File: config.mk
export PLATFORM = sky130hd
export DESIGN_NAME = truxton2_pcm_rom_flat
export DESIGN_NICKNAME = d
export VERILOG_FILES = /design/src/rtl/truxton2_pcm_rom_if.sv /design/src/rtl/truxton2_pcm_rom.sv /design/src/flat_wrapper.sv
export SDC_FILE = /design/constraint.sdc
export NUM_CORES = 1
export LEC_CHECK = 0
export BUFFER_PORTS_ARGS = -buffer_cell sky130_fd_sc_hd__buf_2
export CAP_MARGIN = 20
export CORE_ASPECT_RATIO = 0.9
export CORE_MARGIN = 2
export CORE_UTILIZATION = 55
export CTS_CLUSTER_SIZE = 30
export DETAILED_ROUTE_END_ITERATION = 8
export GPL_TIMING_DRIVEN = 0
export PLACE_DENSITY = 0.8
export SLEW_MARGIN = 20
export SYNTH_ARGS = -nofsm -noshare
export SYNTH_HDL_FRONTEND = slang
export SYNTH_SLANG_ARGS = --single-unit
export TNS_END_PERCENT = 50
File: constraint.sdc
create_clock -name CLK96 -period 2.22 [get_ports CLK96]
set_input_delay 0.444 -clock CLK96 [delete_from_list [all_inputs] [get_ports CLK96]]
set_output_delay 0.444 -clock CLK96 [all_outputs]
set_load 0.03 [all_outputs]
File: src/rtl/truxton2_pcm_rom_if.sv
// Handshake bundle for the PCM sample-ROM responder: the byte-wide ROM port
// facing the ADPCM engine and the 32-bit read port facing the SDRAM arbiter.
interface truxton2_pcm_rom_if;
  logic        PCM_CS;
  logic [19:0] PCM_ADDR;
  logic [7:0]  PCM_DOUT;
  logic        PCM_OK;
  logic        INVALIDATE;
  logic        SDR_REQ;
  logic [21:0] SDR_ADDR;
  logic        SDR_ACK;
  logic        SDR_VALID;
  logic [31:0] SDR_DATA;

  // Responder side (the ROM block itself)
  modport slave (
    input  PCM_CS, PCM_ADDR, INVALIDATE, SDR_ACK, SDR_VALID, SDR_DATA,
    output PCM_DOUT, PCM_OK, SDR_REQ, SDR_ADDR
  );

  // Requester side (sound block plus SDRAM arbiter)
  modport master (
    output PCM_CS, PCM_ADDR, INVALIDATE, SDR_ACK, SDR_VALID, SDR_DATA,
    input  PCM_DOUT, PCM_OK, SDR_REQ, SDR_ADDR
  );
endinterface

File: src/rtl/truxton2_pcm_rom.sv
// PCM sample-ROM responder: serves byte reads from a one-word line buffer,
// refilling it from the shared 32-bit SDRAM port on a miss.
module truxton2_pcm_rom #(
  parameter logic [21:0] BASE      = 22'h0,
  parameter logic [19:0] ADDR_MASK = 20'h3FFFF
) (
  input  logic              CLK96,
  input  logic              RESET96_N,
  truxton2_pcm_rom_if.slave bus_io
);

  typedef enum logic [1:0] {StIdle, StReq, StWait} state_e;

  state_e      state_q, state_d;
  logic [7:0]  dout_q, dout_d;
  logic        ok_q, ok_d;
  logic [19:0] okaddr_q, okaddr_d;
  logic [17:0] req_tag_q, req_tag_d;
  logic        sdr_req_q, sdr_req_d;
  logic [21:0] sdr_addr_q, sdr_addr_d;
  logic [17:0] line_tag_q, line_tag_d;
  logic [31:0] line_data_q, line_data_d;
  logic        line_vld_q, line_vld_d;
  // Set when the line is invalidated while a fetch is in flight, so the
  // returning word is stored but never marked valid.
  logic        inval_q, inval_d;

  logic [19:0] maddr;
  logic [17:0] tag;
  logic [1:0]  lane;
  logic        hit;

  assign maddr = bus_io.PCM_ADDR & ADDR_MASK;
  assign tag   = maddr[19:2];
  assign lane  = maddr[1:0];
  assign hit   = line_vld_q && (line_tag_q == tag);

  // OK is guarded against the live address so a stale byte never shows as valid
  assign bus_io.PCM_OK   = ok_q && (okaddr_q == maddr);
  assign bus_io.PCM_DOUT = dout_q;
  assign bus_io.SDR_REQ  = sdr_req_q;
  assign bus_io.SDR_ADDR = sdr_addr_q;

  // Next-state logic: line lookup, SDRAM fetch sequencing and invalidation
  always_comb begin
    state_d     = state_q;
    dout_d      = dout_q;
    ok_d        = ok_q;
    okaddr_d    = okaddr_q;
    req_tag_d   = req_tag_q;
    sdr_req_d   = sdr_req_q;
    sdr_addr_d  = sdr_addr_q;
    line_tag_d  = line_tag_q;
    line_data_d = line_data_q;
    line_vld_d  = line_vld_q;
    inval_d     = inval_q;

    unique case (state_q)
      StIdle: begin
        if (bus_io.INVALIDATE) begin
          // Invalidation wins over a lookup in the same cycle
          line_vld_d = 1'b0;
          ok_d       = 1'b0;
        end else if (bus_io.PCM_CS && hit) begin
          dout_d   = line_data_q[{lane, 3'b000} +: 8];
          ok_d     = 1'b1;
          okaddr_d = maddr;
        end else if (bus_io.PCM_CS) begin
          ok_d       = 1'b0;
          req_tag_d  = tag;
          sdr_req_d  = 1'b1;
          sdr_addr_d = BASE + {4'b0000, tag};  // modulo 2^22, wraps silently
          inval_d    = 1'b0;
          state_d    = StReq;
        end else begin
          ok_d = 1'b0;
        end
      end

      StReq: begin
        if (bus_io.INVALIDATE) begin
          line_vld_d = 1'b0;
          ok_d       = 1'b0;
          inval_d    = 1'b1;
        end
        // A VALID coincident with ACK is a protocol violation and is ignored
        if (bus_io.SDR_ACK) begin
          sdr_req_d = 1'b0;
          state_d   = StWait;
        end
      end

      StWait: begin
        if (bus_io.INVALIDATE) begin
          line_vld_d = 1'b0;
          ok_d       = 1'b0;
          inval_d    = 1'b1;
        end
        if (bus_io.SDR_VALID) begin
          line_data_d = bus_io.SDR_DATA;
          line_tag_d  = req_tag_q;
          line_vld_d  = !(inval_q || bus_io.INVALIDATE);
          inval_d     = 1'b0;
          state_d     = StIdle;
        end
      end

      default: begin
        state_d = StIdle;
      end
    endcase
  end

  // State registers, all cleared asynchronously by reset
  always_ff @(posedge CLK96 or negedge RESET96_N) begin
    if (!RESET96_N) begin
      state_q     <= StIdle;
      dout_q      <= 8'h00;
      ok_q        <= 1'b0;
      okaddr_q    <= 20'h0;
      req_tag_q   <= 18'h0;
      sdr_req_q   <= 1'b0;
      sdr_addr_q  <= 22'h0;
      line_tag_q  <= 18'h0;
      line_data_q <= 32'h0;
      line_vld_q  <= 1'b0;
      inval_q     <= 1'b0;
    end else begin
      state_q     <= state_d;
      dout_q      <= dout_d;
      ok_q        <= ok_d;
      okaddr_q    <= okaddr_d;
      req_tag_q   <= req_tag_d;
      sdr_req_q   <= sdr_req_d;
      sdr_addr_q  <= sdr_addr_d;
      line_tag_q  <= line_tag_d;
      line_data_q <= line_data_d;
      line_vld_q  <= line_vld_d;
      inval_q     <= inval_d;
    end
  end

endmodule

File: src/flat_wrapper.sv
// flat-port wrapper written by rule: the top's interface ports become plain ports
module truxton2_pcm_rom_flat 
#(
  parameter logic [21:0] BASE      = 22'h0,
  parameter logic [19:0] ADDR_MASK = 20'h3FFFF
)
  (CLK96, RESET96_N, bus_io_PCM_CS, bus_io_PCM_ADDR, bus_io_INVALIDATE, bus_io_SDR_ACK, bus_io_SDR_VALID, bus_io_SDR_DATA, bus_io_PCM_DOUT, bus_io_PCM_OK, bus_io_SDR_REQ, bus_io_SDR_ADDR);
  truxton2_pcm_rom_if bus_io_i ();
  input  logic CLK96;
  input  logic RESET96_N;
  input wire logic [$bits(bus_io_i.PCM_CS)-1:0] bus_io_PCM_CS;
  input wire logic [$bits(bus_io_i.PCM_ADDR)-1:0] bus_io_PCM_ADDR;
  input wire logic [$bits(bus_io_i.INVALIDATE)-1:0] bus_io_INVALIDATE;
  input wire logic [$bits(bus_io_i.SDR_ACK)-1:0] bus_io_SDR_ACK;
  input wire logic [$bits(bus_io_i.SDR_VALID)-1:0] bus_io_SDR_VALID;
  input wire logic [$bits(bus_io_i.SDR_DATA)-1:0] bus_io_SDR_DATA;
  output wire logic [$bits(bus_io_i.PCM_DOUT)-1:0] bus_io_PCM_DOUT;
  output wire logic [$bits(bus_io_i.PCM_OK)-1:0] bus_io_PCM_OK;
  output wire logic [$bits(bus_io_i.SDR_REQ)-1:0] bus_io_SDR_REQ;
  output wire logic [$bits(bus_io_i.SDR_ADDR)-1:0] bus_io_SDR_ADDR;
  assign bus_io_i.PCM_CS = bus_io_PCM_CS;
  assign bus_io_i.PCM_ADDR = bus_io_PCM_ADDR;
  assign bus_io_i.INVALIDATE = bus_io_INVALIDATE;
  assign bus_io_i.SDR_ACK = bus_io_SDR_ACK;
  assign bus_io_i.SDR_VALID = bus_io_SDR_VALID;
  assign bus_io_i.SDR_DATA = bus_io_SDR_DATA;
  assign bus_io_PCM_DOUT = bus_io_i.PCM_DOUT;
  assign bus_io_PCM_OK = bus_io_i.PCM_OK;
  assign bus_io_SDR_REQ = bus_io_i.SDR_REQ;
  assign bus_io_SDR_ADDR = bus_io_i.SDR_ADDR;
  truxton2_pcm_rom #(.BASE(BASE), .ADDR_MASK(ADDR_MASK)) u_core (.CLK96(CLK96), .RESET96_N(RESET96_N), .bus_io(bus_io_i));
endmodule
==> results.yml <==
worst_setup_path:
  required_ps: 1780
  worstPathArrival_ps: 1930
  crit_path_end_kind: "primary output"
  slowest_stage: "or4_4"
  path_cells: "xnor2_1, nand4_1, or4_4, nor4_4, buf_6"
  startpoint_type: "register"
  worstSetupPathType: "reg -> out"
  worstSetupStartpoint: "u_core.okaddr_q[1]"
  r2r_setup_slack_ps: 140
  crit_path_max_fanout: 2
  cpPeakStageDelay_ps: 560
  r2r-start: "u_core.state_q[0]"
drt:
  vias: 2741
  avgViaCountPerCell: 5.50
  first_pass_iters: 4
  antenna_left: 0
  routed_wl_um: 8650
  post_drt_wl_per_cell_um: 17.4
  drtIter0Drc: 129
  drcViolationCount: 0
run_status:
  status: "finished, violations left"
  violations: "negative setup slack"
timing:
  fin_hold_ws_ps: 310
  setup_viol_count_final: 1
  hold_viol: 0
  period_minus_slack_ps: 2380
  final.setup_skew_ps: 5.53
  worst_slew_margin_rel: 0.532
  worst_pin_slew_ps: 701
  fin_crit_sh: 1.07
  fmax_mhz: 421
  maxSlewViolCount: 0
  rsz0062_at_grt: "yes"
  finalWorstSetupSlack_ps: -155
power:
  ir_drop_mv: 0.713
  p_per_area_nw_per_um2: 1150
  total_power_mw: 6.01
  p_leak_nw: 2.45
cts:
  root_buffer: "clkbuf_8"
  cts_max_path_buffers: 2
  h-tree-depth: 3
  path_clk_slew_ps: 90
  clk_latency_ps: 360
  cts_buffers: 9
  clock_sinks: 96
  cts_tree: "yes"
placed_design:
  routabilityCongestion: 0.854
  hpwl_um: 6300
  portBuffers: 79
layout:
  nNetsFinal: 461
  area_delta_synth_final_pct: 19.5
  layout_commonest_cell: "dfrtp_1"
  fillers: 548
  layout-drive-gt1-share: 0.532
  antenna_cells: 0
  final_cell_mix: "dfrtp_1 (96), mux2_2 (89), buf_2 (78), xnor2_1 (28)"
floorplanning:
  die_h_um: 88.6
  core-area_um2: 7620
  num_rows: 30
  dieArea_um2: 8690
  die_width_um: 98.0
  start_util: 0.574
  ios: 90
global_routing:
  grt_max_degree: 62
  antenna_found_initial: 0
  grt_pass1_vias: 2886
  grt_first_pass_wirelength_um: 14500
  grt.total_usage: 0.221
  grt.overflow.total: 0
logic_synthesis:
  syn-instance-count: 301
  synthFlopType: "dfrtp_1"
  synth_cell_types: 38
  ys_async_sr_fraction: 1.00
  synth_area_um2: 4380
  yosys_warnings: 0
  ys_seq_area_frac: 0.549
  synth_edf_count: 0
  avgSynthCellArea_um2: 14.5
  synth-seq-cells: 96
worst_hold_path:
  min_from: "bus_io_SDR_DATA[20]"
  min_path_type: "in -> reg"
flow_run:
  drv_cap: 0
area by class of cell:
| class | instances | area [µm²] | area share |
|---|---|---|---|
| clock inverters | 3 | 68.8 | 0.0132 |
| inverters | 5 | 18.8 | 0.00359 |
| plain buffers | 16 | 106 | 0.0203 |
| flip-flops and latches | 96 | 2400 | 0.459 |
| clock buffers | 11 | 131 | 0.0251 |
| repair buffers | 83 | 460 | 0.0881 |
| well taps | 96 | 120 | 0.0230 |
| multi-input cells | 188 | 1920 | 0.367 |
cell usage after synthesis (all sizes together), types with 2 or more instances:
cell | instances | area (µm²)
dfrtp | 96 | 2400
mux2 | 90 | 1020
xnor2 | 31 | 272
buf | 14 | 91.3
mux4 | 8 | 180
nand4 | 8 | 65.1
inv | 5 | 18.8
nand2 | 5 | 18.8
a21oi | 4 | 23.8
ha | 4 | 50.1
nor2 | 4 | 15.0
a31oi | 3 | 18.8
clkbuf | 3 | 11.3
nor3 | 3 | 26.3
xor2 | 3 | 26.3
a21boi | 2 | 15.0
nand2b | 2 | 12.5
nand3 | 2 | 10.0
o21ai | 2 | 10.0
path summary, 6_finish.rpt:
check	cells past startpoint	to
setup reg to reg	6	u_core.bus_io.SDR_ADDR[9]
min in group asynchronous	2	u_core.line_data_q[18]
hold / removal	2	u_core.line_data_q[20]
setup / recovery	5	bus_io_PCM_OK
max in group asynchronous	3	u_core.bus_io.SDR_REQ
hold reg to reg	1	u_core.bus_io.PCM_DOUT[5]
metrics by stage:
step | setup TNS [ps] | setup slack [ps] | instances | utilization | instance area [µm²]
CTS | -198 | -198 | 497 | 0.683 | 5210
floorplan | 0 | 15.2 | 306 | - | 4420
global route | -223 | -223 | 498 | 0.686 | 5230
finish | -155 | -155 | 498 | 0.686 | 5230
global placement | -21860 | -202 | 481 | 0.648 | 4930
detailed placement | -2770 | -171 | 482 | 0.652 | 4970
per-layer routing:
layer  up-vias  share of wire  GRT usage
li1       1263              -          -
met1      1409           0.43      0.283
met2        62           0.52      0.379
met3         7          0.041     0.0545
met4         0          0.011     0.0707
met5         -              0          0
cell families (layout without fill, tap and decap cells):
group	after synthesis	in the layout	synth area share
AO/OA/AOI/OAI	18	18	0.0289
XOR/XNOR	34	34	0.0680
adder cells (fa/ha/maj)	4	4	0.0114
buffers and inverters	22	118	0.0277
flip-flops	96	96	0.549
multiplexers	99	99	0.276
other	1	6	0.000857
AND/OR/NAND/NOR	27	27	0.0383
critical path: cells and delay by family (launching register included):
kind	cells	cell delay (ps)
simple gates	3	840
flops	1	400
buf+inv	1	170
xor+xnor	1	170
registers in the layout, indices dropped and copies added (netlist names):
signal and cells:
u_core.bus_io.PCM_DOUT 8, u_core.bus_io.SDR_ADDR 16, u_core.bus_io.SDR_REQ 1, u_core.inval_q 1, u_core.line_data_q 32, u_core.line_tag_q 16, u_core.line_vld_q 1, u_core.ok_q 1
u_core.okaddr_q 18, u_core.state_q 2
power breakdown:
group | switching, mW | total (mW) | internal (mW) | leakage (nW)
clock network | 0.572 | 1.20 | 0.626 | 0.0995
registers | 0.403 | 2.78 | 2.38 | 1.20
logic | 0.986 | 2.03 | 1.04 | 1.15
what timing repair did:
item	CTS	global route
hold endpoints to repair	35	0
resized for setup	5	2
setup endpoints to repair	11	29
pin swaps	6	3
cloned	0	0
setup buffers	0	2
hold buffers	1	0
No activity file was read; power rests on OpenSTA's default activity.
